### config.mk
export PLATFORM = sky130hd
export DESIGN_NAME = matrix_result_streamer
export DESIGN_NICKNAME = d
export VERILOG_FILES = /design/src/rtl/matrix_result_streamer.sv
export SDC_FILE = /design/constraint.sdc
export NUM_CORES = 1
export LEC_CHECK = 0
export BUFFER_PORTS_ARGS = -buffer_cell sky130_fd_sc_hd__buf_2
export CAP_MARGIN = 20
export CORE_AREA = 2 2 166 168
export DETAILED_ROUTE_END_ITERATION = 7
export DIE_AREA = 0 0 168 170
export HOLD_SLACK_MARGIN = 0.1
export PLACE_DENSITY = 0.62
export SLEW_MARGIN = 10
export SYNTH_ARGS = -nofsm -noshare
export SYNTH_HDL_FRONTEND = slang
export SYNTH_SLANG_ARGS = --single-unit
### constraint.sdc
create_clock -name clk -period 7.42 [get_ports clk]
set_clock_uncertainty 0.15 [all_clocks]
set_input_delay 1.113 -clock clk [delete_from_list [all_inputs] [get_ports clk]]
set_output_delay 1.113 -clock clk [all_outputs]
set_load 0.01 [all_outputs]
### src/rtl/matrix_result_streamer.sv
// Captures one packed result matrix on start and streams it one element per valid/ready beat.
// Optional column-major traversal is enabled by defining MATRIX_STREAM_TRANSPOSE_EN.
module matrix_result_streamer #(
    parameter int DIM_MAX = 5,
    parameter int ELEM_W  = 8
) (
    input  logic              clk,
    input  logic              reset,
    input  logic              start,
    input  logic [2:0]        res_m,
    input  logic [2:0]        res_n,
    input  logic [399:0]      res_data,
    input  logic              res_valid,
`ifdef MATRIX_STREAM_TRANSPOSE_EN
    input  logic              transpose,
`endif
    output logic              busy,
    output logic              elem_valid,
    input  logic              elem_ready,
    output logic [ELEM_W-1:0] elem_data,
    output logic [2:0]        elem_row,
    output logic [2:0]        elem_col,
    output logic              elem_eol,
    output logic              elem_last,
    output logic              done,
    output logic              err
);
    localparam int NUM_ELEMS = DIM_MAX * DIM_MAX;
    localparam int BUF_W     = NUM_ELEMS * ELEM_W;
    localparam int IDX_W     = $clog2(NUM_ELEMS);

    localparam logic [1:0] IDLE = 2'd0;
    localparam logic [1:0] SEND = 2'd1;
    localparam logic [1:0] DONE = 2'd2;

    logic [1:0]        state_reg, state_next;
    logic [2:0]        row_reg, row_next;
    logic [2:0]        col_reg, col_next;
    logic [2:0]        m_reg, n_reg;
    logic              err_reg, err_next;
    logic              capture;
    logic              col_major;
    logic [ELEM_W-1:0] buf_reg   [NUM_ELEMS];
    logic [ELEM_W-1:0] res_elems [NUM_ELEMS];
    logic [IDX_W-1:0]  idx;
    logic              start_legal;
    logic              row_end, col_end;
    logic              unused_hi;

    // Only the low DIM_MAX*DIM_MAX elements of the wide bus carry data.
    assign unused_hi = ^res_data[399:BUF_W];

    for (genvar gi = 0; gi < NUM_ELEMS; gi++) begin : g_unpack
        assign res_elems[gi] = res_data[gi*ELEM_W +: ELEM_W];
    end

`ifdef MATRIX_STREAM_TRANSPOSE_EN
    logic tr_reg;
    always_ff @(posedge clk) begin
        if (!reset)
            tr_reg <= 1'b0;
        else if (capture)
            tr_reg <= transpose;
    end
    assign col_major = tr_reg;
`else
    assign col_major = 1'b0;
`endif

    assign start_legal = res_valid && (res_m != 3'd0) && (res_m <= 3'(DIM_MAX))
                                   && (res_n != 3'd0) && (res_n <= 3'(DIM_MAX));
    assign row_end = (row_reg == m_reg - 3'd1);
    assign col_end = (col_reg == n_reg - 3'd1);

    always_comb begin
        state_next = state_reg;
        row_next   = row_reg;
        col_next   = col_reg;
        err_next   = 1'b0;
        capture    = 1'b0;
        case (state_reg)
            IDLE: begin
                if (start) begin
                    if (start_legal) begin
                        capture    = 1'b1;
                        state_next = SEND;
                        row_next   = 3'd0;
                        col_next   = 3'd0;
                    end else begin
                        err_next = 1'b1;
                    end
                end
            end
            SEND: begin
                if (elem_ready) begin
                    if (row_end && col_end) begin
                        state_next = DONE;
                        row_next   = 3'd0;
                        col_next   = 3'd0;
                    end else if (col_major) begin
                        if (row_end) begin
                            row_next = 3'd0;
                            col_next = col_reg + 3'd1;
                        end else begin
                            row_next = row_reg + 3'd1;
                        end
                    end else begin
                        if (col_end) begin
                            col_next = 3'd0;
                            row_next = row_reg + 3'd1;
                        end else begin
                            col_next = col_reg + 3'd1;
                        end
                    end
                end
            end
            DONE:    state_next = IDLE;
            default: state_next = IDLE;
        endcase
    end

    always_ff @(posedge clk) begin
        if (!reset) begin
            state_reg <= IDLE;
            row_reg   <= 3'd0;
            col_reg   <= 3'd0;
            m_reg     <= 3'd0;
            n_reg     <= 3'd0;
            err_reg   <= 1'b0;
            for (int i = 0; i < NUM_ELEMS; i++)
                buf_reg[i] <= '0;
        end else begin
            state_reg <= state_next;
            row_reg   <= row_next;
            col_reg   <= col_next;
            err_reg   <= err_next;
            if (capture) begin
                m_reg <= res_m;
                n_reg <= res_n;
                for (int i = 0; i < NUM_ELEMS; i++)
                    buf_reg[i] <= res_elems[i];
            end
        end
    end

    // Beat fields depend only on registered state, so backpressure cannot glitch them.
    assign idx        = IDX_W'(row_reg) * IDX_W'(DIM_MAX) + IDX_W'(col_reg);
    assign busy       = (state_reg != IDLE);
    assign elem_valid = (state_reg == SEND);
    assign done       = (state_reg == DONE);
    assign err        = err_reg;
    assign elem_row   = row_reg;
    assign elem_col   = col_reg;
    assign elem_data  = elem_valid ? buf_reg[idx] : '0;
    assign elem_eol   = elem_valid && (col_major ? row_end : col_end);
    assign elem_last  = elem_valid && row_end && col_end;

endmodule

==> results of run 1 <==
stage by stage:
stage | utilization, % | worst slack [ns] | power [W] | hold slack, ns
after floorplan | - | 0.8996 | 0.001569 | 0.2993
after global placement | 43.16 | 2.484 | 0.001661 | 0.3194
after detailed placement | 43.16 | 2.490 | 0.001666 | 0.3291
after CTS | 45.97 | 1.931 | 0.002814 | 0.3483
after global routing | 46.15 | 1.685 | 0.002884 | 0.3693
final | 46.20 | 1.997 | 0.002779 | 0.3427
routing by layer:
layer / vias up / track usage [%] / wire length, um / part of all wire (%)
met1: 2997 / 24.33 / 11370 / 48
met5: - / 0 / 0 / 0
met2: 234 / 24.60 / 10210 / 43
met3: 29 / 3.279 / 1836 / 7.7
met4: 0 / 4.197 / 479 / 2.0
li1: 3004 / - / - / -
worst paths after layout:
path,end,slack (ns),depth (start not counted)
setup / recovery,elem_data[3],2.00,9
setup reg to reg,buf_reg[1][4],4.76,5
hold / removal,n_reg[1],0.34,1
hold reg to reg,n_reg[1],0.34,1
cell families (layout without fill, tap and decap cells):
group           Yosys count  in the layout
xor+xnor                 11             11
flops                   215            215
mux                      73             73
compound gates           57             57
fa+ha+maj                13             13
simple gates            269            269
buf+inv                  56            286
other cells               0              5
worst max-delay path, delay by kind of cell (launching register included):
family          cells  cell delay [ns]
fa+ha+maj           3             1.56
compound gates      3             0.72
simple gates        2             0.62
flops               1             0.54
buf+inv             1             0.19
placed cells by master (no fill, tap or decap), types with 2 or more instances in the layout:
cell type and count:
a2111oi_0 8, a21oi_1 18, a221oi_1 8, a22o_1 14, and2_1 204, and3_1 10
buf_2 230, buf_4 5, bufinv_16 2, clkbuf_1 6, clkbuf_16 25, clkinv_1 4
clkinv_2 5, dfxtp_1 15, diode_2 5, edfxtp_1 200, ha_1 10, ha_4 2
inv_1 6, mux2i_1 41, mux4_2 32, nand2_1 8, nand2b_1 2, nand3_1 8
nand4b_1 2, nor2_1 4, nor2b_1 11, nor3_1 5, nor4_1 8, o21ai_0 2
xnor2_1 8
cell type report:
cell class | count | area, sq um | area share [%]
diodes | 5 | 12.51 | 0.1016
clock buffers | 31 | 648.1 | 5.264
clock inverters | 11 | 100.1 | 0.8130
flip-flops and latches | 215 | 6306 | 51.22
repair buffers | 237 | 1236 | 10.04
well taps | 341 | 426.7 | 3.465
inverters | 7 | 33.78 | 0.2744
multi-input cells | 423 | 3548 | 28.82
where the power goes:
part | internal (W) | switching [W]
combinational | 0.000104 | 0.000112
sequential | 0.00140 | 0.0000185
clock | 0.000680 | 0.000460
==> summary.txt, run 1 <==
DRT Wirelength: 23.89 mm
Worst-path clk slew: 0.06 ns
Crit Path Class: reg2out
maxcap violations: 0
share of the yosys chip area belonging to registers: 62.86%
Core Area: 0.02665 sq mm
placed inst area: 0.01150 sq mm
post-route ant nets: 0
maximum vdd ir drop: 0.0001820 V
Routability Congestion: 0.7868
largest family of logic cells by synthesized area: simple AND/OR/NAND/NOR gates
Final Hold Violating Endpoints: 0
adder-cell area share of the yosys netlist: 1.696%
H-tree Lvls: 1
max-slew violation count: 0
Synth Net Count: 1118
final net count: 1332
clk sinks: 215
yosys warns: 0
xor/xnor cell area share of the yosys netlist: 1.110%
Starting Density: 37.64%
top_reg_cell synth: edfxtp_1
share of the synthesized area in the top cell type: 59.87%
Setup Fix Bufs, Post-CTS: 0
Final setup viols: 0
post-placement cell count: 1221
largest net degree at the start of global routing: 160
Area contributors post-synth: edfxtp_1 (60%), and2_1 (13%), mux4_2 (7.2%)
Die X: 168 um
Fmax: 184.4 MHz
Synth-to-Final Area Change: 22.72%
Tmin final: 5.423 ns
Req. time, crit path: 6.16 ns
R2R Path Start: state_reg[0]
final cell count without fillers: 1270
CP Capture Type: primary output
slowest CP cell: fa_1
biggest area consumer among synthesized cells: edfxtp_1
crit-path max cell delay: 0.95 ns
CTS tree: yes
Clk Latency, worst-skew pair: 0.51 ns
site row count: 60
first-pass GRT wire length: 35.70 mm
most frequent CP cell: ha_1
Synth Area in Compound Gates: 4.141%
TritonCTS Buffers: 24
max reg flops: 200
status: finished clean
min-delay worst type: reg2reg
Leak Pwr: 4.884 nW
post-CTS resize count: 0
Die Height: 170 um
Simple-Gate Fraction of Synth Area: 16.69%
first-pass detailed-route iteration total: 4
Crit Path Max Fanout: 20
drt initial violations: 380
drt via density: 4.932
unrepaired setup endpoints after global routing: no
count leader, synth: and2_1
Synth cell types: 42
power density of the placed cells: 225.7 mW/mm^2
fraction of the cycle the final worst path needs: 73.08%
Hold-fix buffers, CTS: 0
Root Driver: clkbuf_16
initial antenna violation count: 3
DRC Markers: 0
post-synthesis mux area share: 11.27%
Post-Syn Area per Cell: 14.46 sq um
Remaining Overflow, GRT: 0
Tightest Pin Transition: 0.8274 ns
Rel. slew slack: 44.84%
fillers: 2411
Final TNS setup: 0 ns
register bit total from synthesis: 215
Design Area, Final: 0.01231 sq mm
EDFF count, synth: 200
layout cell share with drive strength beyond 1: 33.44%
Ports: 431
CP startpoint kind: register
asr flop ratio synth: 0%
CP Launch Point: elem_row[0]
Syn Inst Count: 694
critical-path cell list: ha_1 > ha_1 > fa_1 > nor2_1 > a22o_1 > a21oi_1 > a221oi_1 > nor4_1 > buf_2
Die ar.: 0.02856 sq mm
WL/cell: 18.81 um
Via Count: 6264
synthesized cell area: 0.01003 sq mm
Port Buffers: 230
clk buf depth: 3
GRT Total Usage: 16.38%
post-detail-place hpwl: 16.36 mm
critical path data arrival time: 4.16 ns
vias in the first global route: 6268
synth cell count leaders: and2_1 (204), edfxtp_1 (200), mux2i_1 (41)
hold path start: n_reg[1]
No activity file was read; power rests on OpenSTA's default activity.
==> run 2, diff against run 1 <==
- ABC_AREA: default -> 1
- CORE_AREA: 2 2 166 168 -> 2 2 169 171
- DIE_AREA: 0 0 168 170 -> 0 0 171 173
- PLACE_DENSITY: 0.62 -> 0.69
- clock period: 7.42 -> 4.7 ns (I/O delays scaled with it)
==> run 2 against run 1 <==
Critical path depth increased by 4. Global-route usage is 2.4 points higher. Clock power grew 64%. Critical endpoint is now elem_data[2]. Largest cell class unchanged. Highest routed layer is now met5.
==> summary.txt, run 2 <==
crit path to: elem_data[2] (was elem_data[3])
CP startpoint kind: register (unchanged)
Tmin final: 4.446 ns
Routability Congestion: 0.8064 (was 0.7868)
Die Height: 173 um (was 170 um)
WL/cell: 15.40 um (was 18.81 um)
count leader, synth: nand2_1 (was and2_1)
drt initial violations: 758 (was 380)
GRT Total Usage: 18.77% (was 16.38%)
CP Capture Type: primary output (unchanged)
H-tree Lvls: 1 (unchanged)
final net count: 1849 (was 1332)
share of the yosys chip area belonging to registers: 54.38% (was 62.86%)
Synth cell types: 34 (was 42)
clk buf depth: 3 (unchanged)
Via Count: 8446 (was 6264)
clk sinks: 215 (unchanged)
Setup Fix Bufs, Post-CTS: 0 (unchanged)
maxcap violations: 0 (unchanged)
Synth Net Count: 1636 (was 1118)
EDFF count, synth: 200 (unchanged)
WHS Path Cells: 3 (was 1)
vias in the first global route: 8099 (was 6268)
top_reg_cell synth: edfxtp_1 (unchanged)
Core Area: 0.02763 sq mm (was 0.02665 sq mm)
critical-path cell list: ha_1 > ha_1 > fa_1 > xnor2_2 > buf_4 > inv_2 > buf_4 > a21oi_1 > o21ai_1 > nand3_1 > nand2_1 > nor2_1 > buf_2 (was ha_1 > ha_1 > fa_1 > nor2_1 > a22o_1 > a21oi_1 > a221oi_1 > nor4_1 > buf_2)
power density of the placed cells: 359.5 mW/mm^2 (was 225.7 mW/mm^2)
Hold-fix buffers, CTS: 0 (unchanged)
Leak Pwr: 6.439 nW (was 4.884 nW)
commonest non-fill, non-tap cell in the layout: nand2_1 (was buf_2)
max-slew violation count: 0 (unchanged)
critical path data arrival time: 3.59 ns (was 4.16 ns)
Die X: 171 um (was 168 um)
Final TNS setup: 0 ns (unchanged)
synth cell count leaders: nand2_1 (261), inv_1 (225), edfxtp_1 (200) (was and2_1 (204), edfxtp_1 (200), mux2i_1 (41))
drt via density: 4.638 (was 4.932)
unrepaired setup endpoints after global routing: no (unchanged)
Worst-path clk slew: 0.06 ns (about the same)
WP buf/inv: 4 (was 1)
Req. time, crit path: 3.85 ns (was 6.16 ns)
Rel. slew slack: 36.69% (was 44.84%)
max reg flops: 200 (unchanged)
Port Buffers: 230 (unchanged)
WP depth: 13 (was 9)
largest net degree at the start of global routing: 100 (was 160)
r2r worst-path depth: 6 (was 5)
Final setup viols: 0 (unchanged)
slowest CP cell: dfxtp_1 (was fa_1)
share of the synthesized area in the top cell type: 51.79% (was 59.87%)
fraction of the cycle the final worst path needs: 94.59%
Starting Density: 41.97% (was 37.64%)
CP Launch Point: elem_row[0] (unchanged)
ANT cells: 0 (was 5)
DRC Markers: 0 (unchanged)
Tightest Pin Transition: 0.9496 ns (was 0.8274 ns)
maximum vdd ir drop: 0.0002432 V (was 0.0001820 V)
initial antenna violation count: 1 (was 3)
Die ar.: 0.02958 sq mm (was 0.02856 sq mm)
Root Driver: clkbuf_16 (unchanged)
register bit total from synthesis: 215 (unchanged)
Area contributors post-synth: edfxtp_1 (52%), nor2_4 (11%), nand2_1 (8.4%) (was edfxtp_1 (60%), and2_1 (13%), mux4_2 (7.2%))
Syn Inst Count: 1212 (was 694)
post-CTS resize count: 0 (unchanged)
R2R Path Start: state_reg[0] (unchanged)
Fmax: 224.9 MHz
Final Hold Violating Endpoints: 0 (unchanged)
layout cell share with drive strength beyond 1: 28.27% (was 33.44%)
asr flop ratio synth: 0% (unchanged)
CTS tree: yes (unchanged)
first-pass detailed-route iteration total: 6 (was 4)
status: finished clean (unchanged)
site row count: 61 (was 60)
post-detail-place hpwl: 19.40 mm (was 16.36 mm)
min-delay worst type: in2reg (was reg2reg)
Remaining Overflow, GRT: 0 (unchanged)
Crit Path Max Fanout: 14 (was 20)
synthesized cell area: 0.01160 sq mm (was 0.01003 sq mm)
CP delay by family, top: adder cells (unchanged)
Crit Reg-Reg Endpoint: buf_reg[4][2] (was buf_reg[1][4])
Ports: 431 (unchanged)
biggest area consumer among synthesized cells: edfxtp_1 (unchanged)
TritonCTS Buffers: 24 (unchanged)
Final Power: 0.004946 W (was 0.002779 W)
Clk Latency, worst-skew pair: 0.51 ns (about the same)
Design Area, Final: 0.01376 sq mm (was 0.01231 sq mm)
placed inst area: 0.01297 sq mm (was 0.01150 sq mm)
Synth-to-Final Area Change: 18.63% (was 22.72%)
DRT Wirelength: 28.04 mm (was 23.89 mm)
Crit Path Class: reg2out (unchanged)
crit-path max cell delay: 0.51 ns (was 0.95 ns)
final core area utilization: 49.79% (was 46.20%)
first-pass GRT wire length: 43.42 mm (was 35.70 mm)
post-route ant nets: 0 (unchanged)
Post-Syn Area per Cell: 9.568 sq um (was 14.46 sq um)
commonest non-fill, non-tap cells in the layout: nand2_1 (260), buf_2 (230), inv_1 (225) (was buf_2 (230), and2_1 (204), edfxtp_1 (200))
yosys warns: 0 (unchanged)
flop-to-flop setup slack: 2.15 ns (was 4.76 ns)
## run 2: changes by cell type after synthesis, sizes merged, moves of 14 or more
cell   before  now
mux2i      41    0
buf        13   37
nand3       8  143
and2      204    0
o21ai       3   41
nand2       8  261
nor2        4  209
inv         7  230
a22o       14    0
mux4       32    0
## run 2: worst min-delay path: cells and delay by family
| kind | cells | cell delay (ns) |
|---|---|---|
| AOI/OAI and AO/OA | 1 | 0.05 |
| buffers and inverters | 1 | 0.09 |
| and+or+nand+nor | 1 | 0.04 |
## run 2: how the worst min path moves through the flow
stage,start,to,slack [ns]
floorplan,state_reg[0],state_reg[0],0.29
global placement,state_reg[0],state_reg[0],0.31
detailed placement,m_reg[1],m_reg[1],0.34
CTS,res_n[0],n_reg[0],0.24
global route,res_n[0],n_reg[0],0.26
finish,res_n[0],n_reg[0],0.26
## run 2: layout make-up
cell class | instances | area, sq um
Fill cell | 2579 | 13870
Sequential cell | 215 | 6306
Multi-Input combinational cell | 705 | 3988
Timing Repair Buffer | 249 | 1331
Inverter | 230 | 872.1
Clock buffer | 37 | 700.7
Tap cell | 378 | 473.0
Clock inverter | 7 | 86.33
## run 2: stage by stage
stage / setup slack (ns) / cells / hold slack, ns
2_1_floorplan: 0.5210 / 1212 / 0.2935
3_3_place_gp: 0.8558 / 1777 / 0.3098
3_5_place_dp: 0.8374 / 1777 / 0.3354
4_1_cts: 0.2798 / 1821 / 0.2405
5_1_grt: 0.1125 / 1821 / 0.2556
6_report: 0.2542 / 1821 / 0.2598
## run 2: cell families (layout without fill, tap and decap cells)
family | count (synthesis) | after routing | synth area share (%)
AO/OA/AOI/OAI | 66 | 66 | 3.032
AND/OR/NAND/NOR | 620 | 620 | 29.10
buffers and inverters | 292 | 523 | 11.57
XOR/XNOR | 6 | 6 | 0.4532
adder cells (fa/ha/maj) | 13 | 13 | 1.467
flip-flops | 215 | 215 | 54.38
## run 2: power breakdown
group	internal (W)	total, W	switching [W]
logic	0.000263	0.000828	0.000565
clock network	0.00113	0.00187	0.000739
registers	0.00221	0.00225	0.0000332
total	0.00361	0.00495	0.00134
## run 2: metal layers
metal  GRT usage, %  up-vias  share of wire (%)
li1               -     4238                  -
met5              0        -              0.025
met3          3.090       32                6.5
met4          4.343        2                1.6
met2          29.44      298                 45
met1          27.25     3876                 47
==> run 3, diff against run 2 <==
- CORE_AREA: 2 2 169 171 -> default
- CORE_UTILIZATION: default -> 38
- DIE_AREA: 0 0 171 173 -> default
- PLACE_DENSITY: 0.69 -> 0.64
==> run 3 against run 2 <==
Final cell count is 0.49% higher. Largest cell class unchanged. Core utilization is 3.7 points lower. Sequential power hardly changed. Highest routed layer unchanged. Register-to-register slack better by 0.10 ns. Global-route usage is 0.35 points lower.
==> summary.txt, run 3 (same netlist as run 2, synthesis figures left out) <==
met3 Track Usage GR: 2.663% (was 3.090%)
hold path start: res_n[0] (unchanged)
maxcap violations: 0 (unchanged)
fraction of the cycle the final worst path needs: 93.91% (was 94.59%)
drt via density: 4.537 (was 4.638)
Clk Latency, worst-skew pair: 0.51 ns (about the same)
Final Power: 0.004972 W (was 0.004946 W)
drt initial violations: 558 (was 758)
Final TNS setup: 0 ns (unchanged)
Via Count: 8302 (was 8446)
post-route ant nets: 0 (unchanged)
slowest CP cell: dfxtp_1 (unchanged)
vias in the first global route: 7997 (was 8099)
TritonCTS Buffers: 25 (was 24)
Setup Fix Bufs, Post-CTS: 0 (unchanged)
CP startpoint kind: register (unchanged)
power density of the placed cells: 361.8 mW/mm^2 (was 359.5 mW/mm^2)
Rel. slew slack: 36.14% (was 36.69%)
ANT cells: 0 (unchanged)
Hold-fix buffers, CTS: 0 (unchanged)
Port Buffers: 230 (unchanged)
final cell count without fillers: 1830 (was 1821)
site row count: 63 (was 61)
Crit Reg-Reg Endpoint: buf_reg[3][3] (was buf_reg[4][2])
H-tree Lvls: 1 (unchanged)
Final Hold Slack: 0.2648 ns (was 0.2598 ns)
largest net degree at the start of global routing: 116 (was 100)
WP buf/inv: 3 (was 4)
first-pass detailed-route iteration total: 5 (was 6)
pre-CTS setup slack: 0.7522 ns (was 0.8374 ns)
Routability Congestion: 0.7869 (was 0.8064)
clk sinks: 215 (unchanged)
Remaining Overflow, GRT: 0 (unchanged)
layout cell share with drive strength beyond 1: 27.99% (was 28.27%)
CP Capture Type: primary output (unchanged)
GR peak layer: met2 (unchanged)
R2R Path Start: state_reg[0] (unchanged)
flop-to-flop setup slack: 2.25 ns (was 2.15 ns)
commonest non-fill, non-tap cell in the layout: nand2_1 (unchanged)
critical path data arrival time: 3.56 ns (was 3.59 ns)
GR Util met1: 27.34% (was 27.25%)
met2 Track Usage GR: 28.43% (was 29.44%)
Core Area: 0.02980 sq mm (was 0.02763 sq mm)
Final Hold Violating Endpoints: 0 (unchanged)
Die X: 176.7 um (was 171 um)
Leak Pwr: 6.420 nW (was 6.439 nW)
Tmin final: 4.414 ns (was 4.446 ns)
most frequent CP cell: ha_1
status: finished clean (unchanged)
Starting Density: 38.92% (was 41.97%)
DRC Markers: 0 (unchanged)
Crit Path Max Fanout: 19 (was 14)
critical-path cell list: ha_1 > ha_1 > fa_1 > xnor2_2 > buf_4 > inv_2 > nand3_1 > a21oi_1 > nor2_1 > buf_2 (was ha_1 > ha_1 > fa_1 > xnor2_2 > buf_4 > inv_2 > buf_4 > a21oi_1 > o21ai_1 > nand3_1 > nand2_1 > nor2_1 > buf_2)
Ports: 431 (unchanged)
CP delay by family, top: adder cells (unchanged)
Crit Path Class: reg2out (unchanged)
GRT Total Usage: 18.42% (was 18.77%)
Die ar.: 0.03122 sq mm (was 0.02958 sq mm)
Worst-path clk slew: 0.06 ns (about the same)
r2r worst-path depth: 6 (unchanged)
unrepaired setup endpoints after global routing: no (unchanged)
Req. time, crit path: 3.85 ns (about the same)
min-delay worst type: in2reg (unchanged)
max-slew violation count: 0 (unchanged)
final net count: 1846 (was 1849)
commonest non-fill, non-tap cells in the layout: nand2_1 (260), buf_2 (230), inv_1 (225) (unchanged)
max reg flops: 200 (unchanged)
Fmax: 226.6 MHz (was 224.9 MHz)
WHS Path Cells: 3 (unchanged)
Die Height: 176.7 um (was 173 um)
Tightest Pin Transition: 0.9565 ns (was 0.9496 ns)
worst setup margin: 0.2863 ns (was 0.2542 ns)
crit-path max cell delay: 0.51 ns (about the same)
maximum vdd ir drop: 0.0001916 V (was 0.0002432 V)
Synth-to-Final Area Change: 18.50% (was 18.63%)
CTS tree: yes (unchanged)
WL/cell: 15.71 um (was 15.40 um)
Hold Path Sink: n_reg[0] (unchanged)
initial antenna violation count: 1 (unchanged)
post-placement cell count: 1785 (was 1777)
post-detail-place hpwl: 19.58 mm (was 19.40 mm)
Final setup viols: 0 (unchanged)
post-CTS resize count: 0 (unchanged)
Root Driver: clkbuf_16 (unchanged)
first-pass GRT wire length: 43.68 mm (was 43.42 mm)
DRT Wirelength: 28.75 mm (was 28.04 mm)
clk buf depth: 3 (unchanged)
run 3: cell count changes in the layout (fill, tap and decap cells not counted):
| cell | change |
|---|---|
| buf_12 | -1 |
| buf_4 | -3 |
| bufinv_16 | +1 |
| clkbuf_1 | -8 |
| clkbuf_8 | -3 |
| clkinv_1 | +10 |
| clkinv_8 | +1 |
run 3: how the worst max path moves through the flow:
stage,startpoint,endpoint,slack [ns],cells after the start
after floorplan,res_m[1],buf_reg[0][0],0.52,5
after global placement,elem_row[0],elem_data[1],0.76,10
after detailed placement,elem_row[0],elem_data[1],0.75,10
after CTS,elem_row[0],elem_data[1],0.20,10
after global routing,elem_row[0],elem_data[1],0.10,10
final,elem_row[0],elem_data[1],0.29,10
run 3: power breakdown:
| group | switching [W] | total (W) | internal (W) |
|---|---|---|---|
| Clock | 0.000764 | 0.00189 | 0.00113 |
| Sequential | 0.0000321 | 0.00225 | 0.00221 |
| Combinational | 0.000578 | 0.000833 | 0.000255 |
| Total | 0.00137 | 0.00497 | 0.00360 |
run 3: final cells by class:
class	instances	area, sq um
Sequential cell	215	6306
Clock buffer	26	629.4
Timing Repair Buffer	245	1289
Clock inverter	19	170.2
Fill cell	2852	16050
Inverter	230	872.1
Tap cell	390	488.0
Multi-Input combinational cell	705	3988
run 3: layer usage:
metal | wire length (um) | share of wire [%]
met2 | 12800 | 45
met3 | 1792 | 6.2
met1 | 13730 | 48
met4 | 423 | 1.5
met5 | 10 | 0.035
run 3: worst reg2reg max path, cell delays in order, from the launching register on:
cell and delay [ns]:
dfxtp_1 0.37, inv_1 0.10, nand4_2 0.20, nor2_4 0.09, inv_8 0.51, buf_4 0.67
nor2_1 0.10
run 3: stage by stage:
stage,util (%),area (sq um)
2_1_floorplan,-,11600
3_3_place_gp,43.44,12940
3_5_place_dp,43.44,12940
4_1_cts,46.12,13740
5_1_grt,46.12,13740
6_report,46.12,13740
